**config.mk**
```make
export PLATFORM = sky130hd
export DESIGN_NAME = speed_test_sequencer
export DESIGN_NICKNAME = d
export VERILOG_FILES = /design/src/rtl/speed_test_pkg.sv /design/src/rtl/ms_tick_gen.sv /design/src/rtl/speed_test_sequencer.sv
export SDC_FILE = /design/constraint.sdc
export NUM_CORES = 1
export LEC_CHECK = 0
export ABC_AREA = 1
export ABC_CLOCK_PERIOD_IN_PS = 2700
export CAP_MARGIN = 20
export CORE_ASPECT_RATIO = 0.9
export CORE_MARGIN = 2
export CORE_UTILIZATION = 40
export DETAILED_ROUTE_END_ITERATION = 10
export PLACE_DENSITY = 0.71
export SYNTH_ARGS = -nofsm -noshare
export SYNTH_HDL_FRONTEND = slang
export SYNTH_SLANG_ARGS = --single-unit
```
**constraint.sdc**
```tcl
create_clock -name clk -period 2.7 [get_ports clk]
set_input_delay 0.405 -clock clk [delete_from_list [all_inputs] [get_ports clk]]
set_output_delay 0.405 -clock clk [all_outputs]
set_load 0.005 [all_outputs]
```
**src/rtl/speed_test_pkg.sv**
```systemverilog
// Shared types and helpers for the speed-test run sequencer.
//   seq_state_t : sequencer FSM states
//   status_t    : completion status codes (ST_OK / ST_ABORTED / ST_TIMEOUT)
//   ms_cycles   : clk cycles per millisecond
//   cnt_width   : counter width able to hold 0..max_val-1 (never below 1)
package speed_test_pkg;

  typedef enum logic [2:0] {
    S_IDLE,
    S_WAIT_READY,
    S_RUN,
    S_DRAIN,
    S_DONE
  } seq_state_t;

  typedef logic [1:0] status_t;

  localparam status_t ST_OK      = 2'd0;
  localparam status_t ST_ABORTED = 2'd1;
  localparam status_t ST_TIMEOUT = 2'd2;

  function automatic int unsigned ms_cycles(input int unsigned clock_freq);
    return clock_freq / 1000;
  endfunction

  function automatic int unsigned cnt_width(input int unsigned max_val);
    return (max_val > 1) ? $clog2(max_val) : 1;
  endfunction

endpackage

```
**src/rtl/ms_tick_gen.sv**
```systemverilog
// Millisecond prescaler.
//   clk, rst : clock, asynchronous active-high reset
//   i_clr    : synchronous clear; the count restarts from zero next cycle
//   o_tick   : registered one-cycle pulse, first one CYCLES cycles after clear
module ms_tick_gen
  import speed_test_pkg::*;
#(
  parameter int unsigned CYCLES = 1000
) (
  input  logic clk,
  input  logic rst,
  input  logic i_clr,
  output logic o_tick
);

  localparam int unsigned PW = cnt_width(CYCLES);
  localparam logic [PW-1:0] LAST = PW'(CYCLES - 1);

  logic [PW-1:0] r_cnt;
  logic          r_tick;

  always_ff @(posedge clk or posedge rst) begin
    if (rst) begin
      r_cnt  <= '0;
      r_tick <= 1'b0;
    end else if (i_clr) begin
      r_cnt  <= '0;
      r_tick <= 1'b0;
    end else begin
      r_tick <= (r_cnt == LAST);
      r_cnt  <= (r_cnt == LAST) ? '0 : r_cnt + 1'b1;
    end
  end

  assign o_tick = r_tick;

endmodule

```
**src/rtl/speed_test_sequencer.sv**
```systemverilog
// Run sequencer for the speed tester. Accepts one command (port mask,
// duration in ms), waits for the selected generators/checkers to be ready,
// pulses start, times the run, pulses stop, waits for checkers to settle and
// reports done with a status code.
//   cmd_valid/cmd_ready           : command handshake (ready only in IDLE)
//   cmd_port_mask/cmd_duration_ms : command payload (duration 0 = until abort)
//   abort                         : one-cycle abort request
//   gen_ready/check_ready         : per-port readiness inputs
//   start/stop                    : one-cycle per-port pulses
//   busy/done/status/elapsed_ms   : run state and result (all registered)
module speed_test_sequencer
  import speed_test_pkg::*;
#(
  parameter int unsigned TEST_PORT_NUM    = 4,
  parameter int unsigned CLOCK_FREQ       = 125000000,
  parameter int unsigned DURATION_WIDTH   = 16,
  parameter int unsigned READY_TIMEOUT_MS = 100,
  parameter int unsigned DRAIN_MIN_CYCLES = 16
) (
  input  logic                      clk,
  input  logic                      rst,
  input  logic                      cmd_valid,
  output logic                      cmd_ready,
  input  logic [TEST_PORT_NUM-1:0]  cmd_port_mask,
  input  logic [DURATION_WIDTH-1:0] cmd_duration_ms,
  input  logic                      abort,
  input  logic [TEST_PORT_NUM-1:0]  gen_ready,
  input  logic [TEST_PORT_NUM-1:0]  check_ready,
  output logic [TEST_PORT_NUM-1:0]  start,
  output logic [TEST_PORT_NUM-1:0]  stop,
  output logic                      busy,
  output logic                      done,
  output logic [1:0]                status,
  output logic [DURATION_WIDTH-1:0] elapsed_ms
);

  localparam int unsigned TICK_CYCLES = ms_cycles(CLOCK_FREQ);
  localparam int unsigned TW = cnt_width(READY_TIMEOUT_MS + 1);
  localparam int unsigned DW = cnt_width(DRAIN_MIN_CYCLES + 1);
  localparam logic [TW-1:0] TO_LAST   = TW'(READY_TIMEOUT_MS - 1);
  localparam logic [DW-1:0] DRAIN_MIN = DW'(DRAIN_MIN_CYCLES);

  seq_state_t r_state;
  seq_state_t w_next;

  logic [TEST_PORT_NUM-1:0]  r_mask;
  logic [DURATION_WIDTH-1:0] r_dur;
  logic [DURATION_WIDTH-1:0] r_elapsed;
  status_t                   r_status;
  logic [TW-1:0]             r_to_cnt;
  logic [DW-1:0]             r_drain_cnt;
  logic                      r_cmd_ready;
  logic                      r_busy;
  logic                      r_done;
  logic [TEST_PORT_NUM-1:0]  r_start;
  logic [TEST_PORT_NUM-1:0]  r_stop;

  logic                      w_tick;
  logic                      w_clr;
  logic                      w_accept;
  logic                      w_all_ready;
  logic                      w_chk_ready;
  logic                      w_to_expire;
  logic                      w_run_expire;
  logic                      w_drain_min;
  logic                      w_status_we;
  status_t                   w_status_d;
  logic [TEST_PORT_NUM-1:0]  w_start_d;
  logic [TEST_PORT_NUM-1:0]  w_stop_d;
  logic                      w_done_d;
  logic                      w_cmd_ready_d;

  // Prescaler restarts on every state change so each phase (ready wait, run,
  // drain) is timed from its own entry cycle.
  assign w_clr = (w_next != r_state);

  ms_tick_gen #(
    .CYCLES(TICK_CYCLES)
  ) u_tick (
    .clk   (clk),
    .rst   (rst),
    .i_clr (w_clr),
    .o_tick(w_tick)
  );

  assign w_accept     = (r_state == S_IDLE) && cmd_valid && r_cmd_ready;
  assign w_all_ready  = ((gen_ready & check_ready & r_mask) == r_mask);
  assign w_chk_ready  = ((check_ready & r_mask) == r_mask);
  assign w_to_expire  = w_tick && (r_to_cnt == TO_LAST);
  assign w_run_expire = w_tick && (r_dur != '0) && ((r_elapsed + 1'b1) == r_dur);
  assign w_drain_min  = (r_drain_cnt >= DRAIN_MIN);

  // State register
  always_ff @(posedge clk or posedge rst) begin
    if (rst) begin
      r_state <= S_IDLE;
    end else begin
      r_state <= w_next;
    end
  end

  // Next state and status decisions
  always_comb begin
    w_next      = r_state;
    w_status_we = 1'b0;
    w_status_d  = r_status;
    unique case (r_state)
      S_IDLE: begin
        if (w_accept) begin
          w_next = (cmd_port_mask == '0) ? S_DONE : S_WAIT_READY;
        end
      end
      S_WAIT_READY: begin
        if (abort) begin
          w_next      = S_DONE;
          w_status_we = 1'b1;
          w_status_d  = ST_ABORTED;
        end else if (w_all_ready) begin
          w_next = S_RUN;
        end else if (w_to_expire) begin
          w_next      = S_DONE;
          w_status_we = 1'b1;
          w_status_d  = ST_TIMEOUT;
        end
      end
      S_RUN: begin
        // Expiry is tested first so a coinciding abort still reports OK.
        if (w_run_expire) begin
          w_next      = S_DRAIN;
          w_status_we = 1'b1;
          w_status_d  = ST_OK;
        end else if (abort) begin
          w_next      = S_DRAIN;
          w_status_we = 1'b1;
          w_status_d  = ST_ABORTED;
        end
      end
      S_DRAIN: begin
        if (w_drain_min && w_chk_ready) begin
          w_next = S_DONE;
        end else if (w_to_expire) begin
          w_next      = S_DONE;
          w_status_we = 1'b1;
          w_status_d  = ST_TIMEOUT;
        end
      end
      S_DONE: begin
        w_next = S_IDLE;
      end
      default: begin
        w_next = S_IDLE;
      end
    endcase
  end

  // Output decode (registered below). done lands the cycle after DONE, and
  // cmd_ready stays low through that cycle, so a command offered alongside
  // done waits one more cycle.
  always_comb begin
    w_start_d     = (r_state == S_WAIT_READY && w_next == S_RUN) ? r_mask : '0;
    w_stop_d      = (r_state == S_RUN && w_next == S_DRAIN) ? r_mask : '0;
    w_done_d      = (r_state == S_DONE);
    w_cmd_ready_d = (w_next == S_IDLE) && (r_state != S_DONE);
  end

  // Command latches, counters and registered outputs
  always_ff @(posedge clk or posedge rst) begin
    if (rst) begin
      r_mask      <= '0;
      r_dur       <= '0;
      r_elapsed   <= '0;
      r_status    <= ST_OK;
      r_to_cnt    <= '0;
      r_drain_cnt <= '0;
      r_cmd_ready <= 1'b1;
      r_busy      <= 1'b0;
      r_done      <= 1'b0;
      r_start     <= '0;
      r_stop      <= '0;
    end else begin
      if (w_accept) begin
        r_mask    <= cmd_port_mask;
        r_dur     <= cmd_duration_ms;
        r_elapsed <= '0;
      end else if (r_state == S_RUN && w_tick && r_elapsed != '1) begin
        r_elapsed <= r_elapsed + 1'b1;
      end

      if (w_accept) begin
        r_status <= ST_OK;
      end else if (w_status_we) begin
        r_status <= w_status_d;
      end

      if (w_clr) begin
        r_to_cnt <= '0;
      end else if ((r_state == S_WAIT_READY || r_state == S_DRAIN) &&
                   w_tick && r_to_cnt != TO_LAST) begin
        r_to_cnt <= r_to_cnt + 1'b1;
      end

      if (w_clr) begin
        r_drain_cnt <= '0;
      end else if (r_state == S_DRAIN && !w_drain_min) begin
        r_drain_cnt <= r_drain_cnt + 1'b1;
      end

      r_cmd_ready <= w_cmd_ready_d;
      r_busy      <= !w_cmd_ready_d;
      r_done      <= w_done_d;
      r_start     <= w_start_d;
      r_stop      <= w_stop_d;
    end
  end

  assign cmd_ready  = r_cmd_ready;
  assign busy       = r_busy;
  assign done       = r_done;
  assign start      = r_start;
  assign stop       = r_stop;
  assign status     = r_status;
  assign elapsed_ms = r_elapsed;

endmodule
```
==> out/metrics.yaml <==
outcome: "completed"
cts_tree: "built"
critPathCaptureType: "register"
slowest_stage: "dfrtp_2"
largest_family_of_logic_cells_by_synthesized_area: "simple AND/OR/NAND/NOR gates"
power_frac_comb_pct: 30.4
detailroute.via_count: 4140
hold_viol: 0
timing.setup.critical_path_class: "register to register"
post_synth_mux_area_share_pct: 0.219
cap_viol_max_count: 0
power.ir.vdd_worst_uv: 465
portion_of_the_post_synthesis_area_used_by_sequential_elements_pct: 44.9
synth_flop_cell: "dfrtp_1"
library_cell_with_the_largest_summed_area_after_synthesis: "dfrtp_1"
most_frequent_cells_in_the_layout: "nand2_1 (155), dfrtp_1 (80), inv_1 (73)"
track_usage_pct: 18.7
io_pins: 61
power.internal_w: 0.00276
hold_ws_ps: 375
worstReg2RegEnd: "r_to_cnt[1]"
worst_path_largest_cell_delay_ps: 430
clkSlewWorstSetupHoldPaths_ps: 70
synth.cell_area_sq_um: 4570
clock_power_share_pct: 30.9
fmax_ghz: 0.417
synth_simple_gate_area_share_pct: 35.7
relSlewSlack_pct: 69.5
sw_frac_of_total_pct: 35.3
worst-r2r-setup-slack_ps: 300
dp_hpwl_mm: 8.07
full_die_area_sq_um: 12300
postLayoutCoreUtil_pct: 50.5
total_core_area_sq_um: 11300
worstRegToRegCells: 16
antenna_cells: 0
post_synth_num_cell_types: 36
compound_gate_fraction_of_synth_area_pct: 5.39
remaining_global_route_overflow: 0
syn_nets: 625
detailedPlace.worstSlack_ps: 224
drt-initial-drc-count: 291
post_cts.repair.setup_buffers: 0
clock_tree.root_cell: "clkbuf_16"
ctsLongestPathBuffers: 2
die_ht_um: 105
worst-slew-pin-transition_ps: 456
cts-buffers-inserted: 9
adder_cell_fraction_of_synth_area_pct: 1.37
post_drt_via_cell_ratio: 5.04
htree_levels: 3
timing.setup.tns_ps: 0
final_critical_path_setup_slack_ps: 304
start_kind: "register"
initial_utilization_pct: 40.5
cts_num_sinks: 82
dp_cells: 805
min_path_type: "input port to async pin"
leakagePower_nw: 2.52
grt_max_degree: 45
drt_first_pass_iters: 5
synth_top_area_share_pct: 44.4
final_nets: 698
finalSetupViolations: 0
drt_drc_violations_left: 0
clock_latency_ps: 340
mean_cell_area_of_the_mapped_netlist_sq_um: 7.77
clock_skew_ps: 11.6
final-instance-count-excl-fill: 822
synth-xor-area-share_pct: 4.41
postSynthRegisterBits: 82
post_route_cells_drive_above_1_share_pct: 11.0
antenna_found_initial: 0
finalCriticalPeriod_ps: 2400
postRouteWirelength_mm: 10.8
synthTopCellsByArea: "dfrtp_1 (44%), nand2_1 (13%), inv_1 (6.1%)"
pwr_density_cell_nw_per_um2: 746
power.switching_w: 0.00150
drt-wirelength-per-cell_um: 13.2
launch_point_of_the_worst_reg_to_reg_path: "elapsed_ms[0]"
number_of_flops_mapped_to_enable_cells_by_yosys: 0
grt_pass1_wl_mm: 18.1
place.port_buffers: 60
layout-area-overhead-vs-synth_pct: 24.9
final_cycle_share_pct: 88.7
synthCells: 588
final_antenna_net_count: 0
timing_max_transition_violations_final: 0
rows: 37
final_common_cell: "nand2_1"
power.share.sequential_pct: 38.7
critical_path.cell_chain: "ha_1 -> nand2_1 -> nor2_4 -> nand3_1 -> nand2_1 -> nor2_1 -> nor2_1 -> nand3_1 -> nor2_1 -> nand3_2 -> nand2_2 -> nand2_4 -> nand2_4 -> nand2_4 -> nand2_8 -> nor2_2"
critical_path_peak_fanout: 15
first_global_vias: 3958
worst-endpoint-required_ps: 2920
die_x_um: 117
arrival_ps: 2620
gp_congestion: 0.911
async_reset_ff_share_pct: 100
yosys_warnings: 0
-- sequential cells by signal, summed over array words and instances (netlist names) --
name / flops
elapsed_ms: 16
r_dur: 16
r_mask: 4
busy: 1
r_drain_cnt: 5
status: 2
r_to_cnt: 7
r_state: 3
u_tick.r_cnt: 17
cmd_ready: 1
start: 4
stop: 4
done: 1
u_tick.o_tick: 1
-- layout make-up --
class | instances | area [sq um]
fillers | 1087 | 5590
flip-flops and latches | 82 | 2050
inverters | 76 | 287
multi-input cells | 423 | 2170
clock buffers | 11 | 243
clock inverters | 5 | 77.6
repair buffers | 69 | 681
well taps | 156 | 195
-- power by group through the flow --
| stage | clock [W] | combinational (W) | sequential (W) |
|---|---|---|---|
| after CTS | 0.00134 | 0.00126 | 0.00165 |
| after global routing | 0.00139 | 0.00148 | 0.00168 |
| after detailed placement | 0 | 0.00125 | 0.00167 |
| final | 0.00132 | 0.00130 | 0.00165 |
| after global placement | 0 | 0.00123 | 0.00166 |
| after floorplan | 0 | 0.00106 | 0.00162 |
-- critical path: cells and delay by family (launching register included) --
family	cells	cell delay (ps)
AND/OR/NAND/NOR	15	1630
flip-flops	1	430
adder cells (fa/ha/maj)	1	210
-- routing by layer --
metal  wire [um]  vias to the layer above  track usage [%]
met3         545                       18             5.12
met2        5140                      115             29.8
met1        4940                     1975             24.3
met5           0                        -                0
li1            -                     2032                -
met4         227                        0             6.97
-- logic make-up (layout without fill, tap and decap cells) --
| group | count (synthesis) | in the layout |
|---|---|---|
| AOI/OAI and AO/OA | 45 | 45 |
| xor gates and xnor gates | 23 | 23 |
| adders and majority gates | 5 | 5 |
| buffers and inverters | 84 | 161 |
| DFF | 82 | 82 |
| muxes | 1 | 1 |
| and+or+nand+nor | 348 | 349 |
-- through the flow --
| step | power (W) | cell area [sq um] |
|---|---|---|
| floorplan | 0.00267 | 4570 |
| global placement | 0.00289 | 5370 |
| finish | 0.00426 | 5710 |
| detailed placement | 0.00292 | 5370 |
| global route | 0.00455 | 5710 |
| CTS | 0.00425 | 5690 |
-- synth_stat cells (5+ instances only) --
library cell / instances
nand2_1: 155
dfrtp_1: 81
o22ai_1: 5
nand4_1: 23
nand3_1: 46
nor4_1: 7
xor2_1: 17
ha_1: 5
nor3_1: 7
xnor2_1: 6
nor2_1: 61
o21ai_0: 30
inv_1: 74
nor2_2: 32
-- what timing repair did --
action | 4_1_cts | 5_1_grt
hold buffers | 0 | 0
endpoints found under the setup margin | 0 | 30
resized for setup | 0 | 2
-- how the worst max path moves through the flow --
stage	from	to	slack (ps)
finish	elapsed_ms[0]	r_to_cnt[1]	300
global placement	elapsed_ms[0]	u_tick.r_cnt[0]	280
floorplan	rst	busy	190
global route	elapsed_ms[0]	u_tick.r_cnt[14]	-3
CTS	elapsed_ms[0]	u_tick.o_tick	190
detailed placement	elapsed_ms[0]	u_tick.o_tick	220
(Power assumes the default switching activity.)
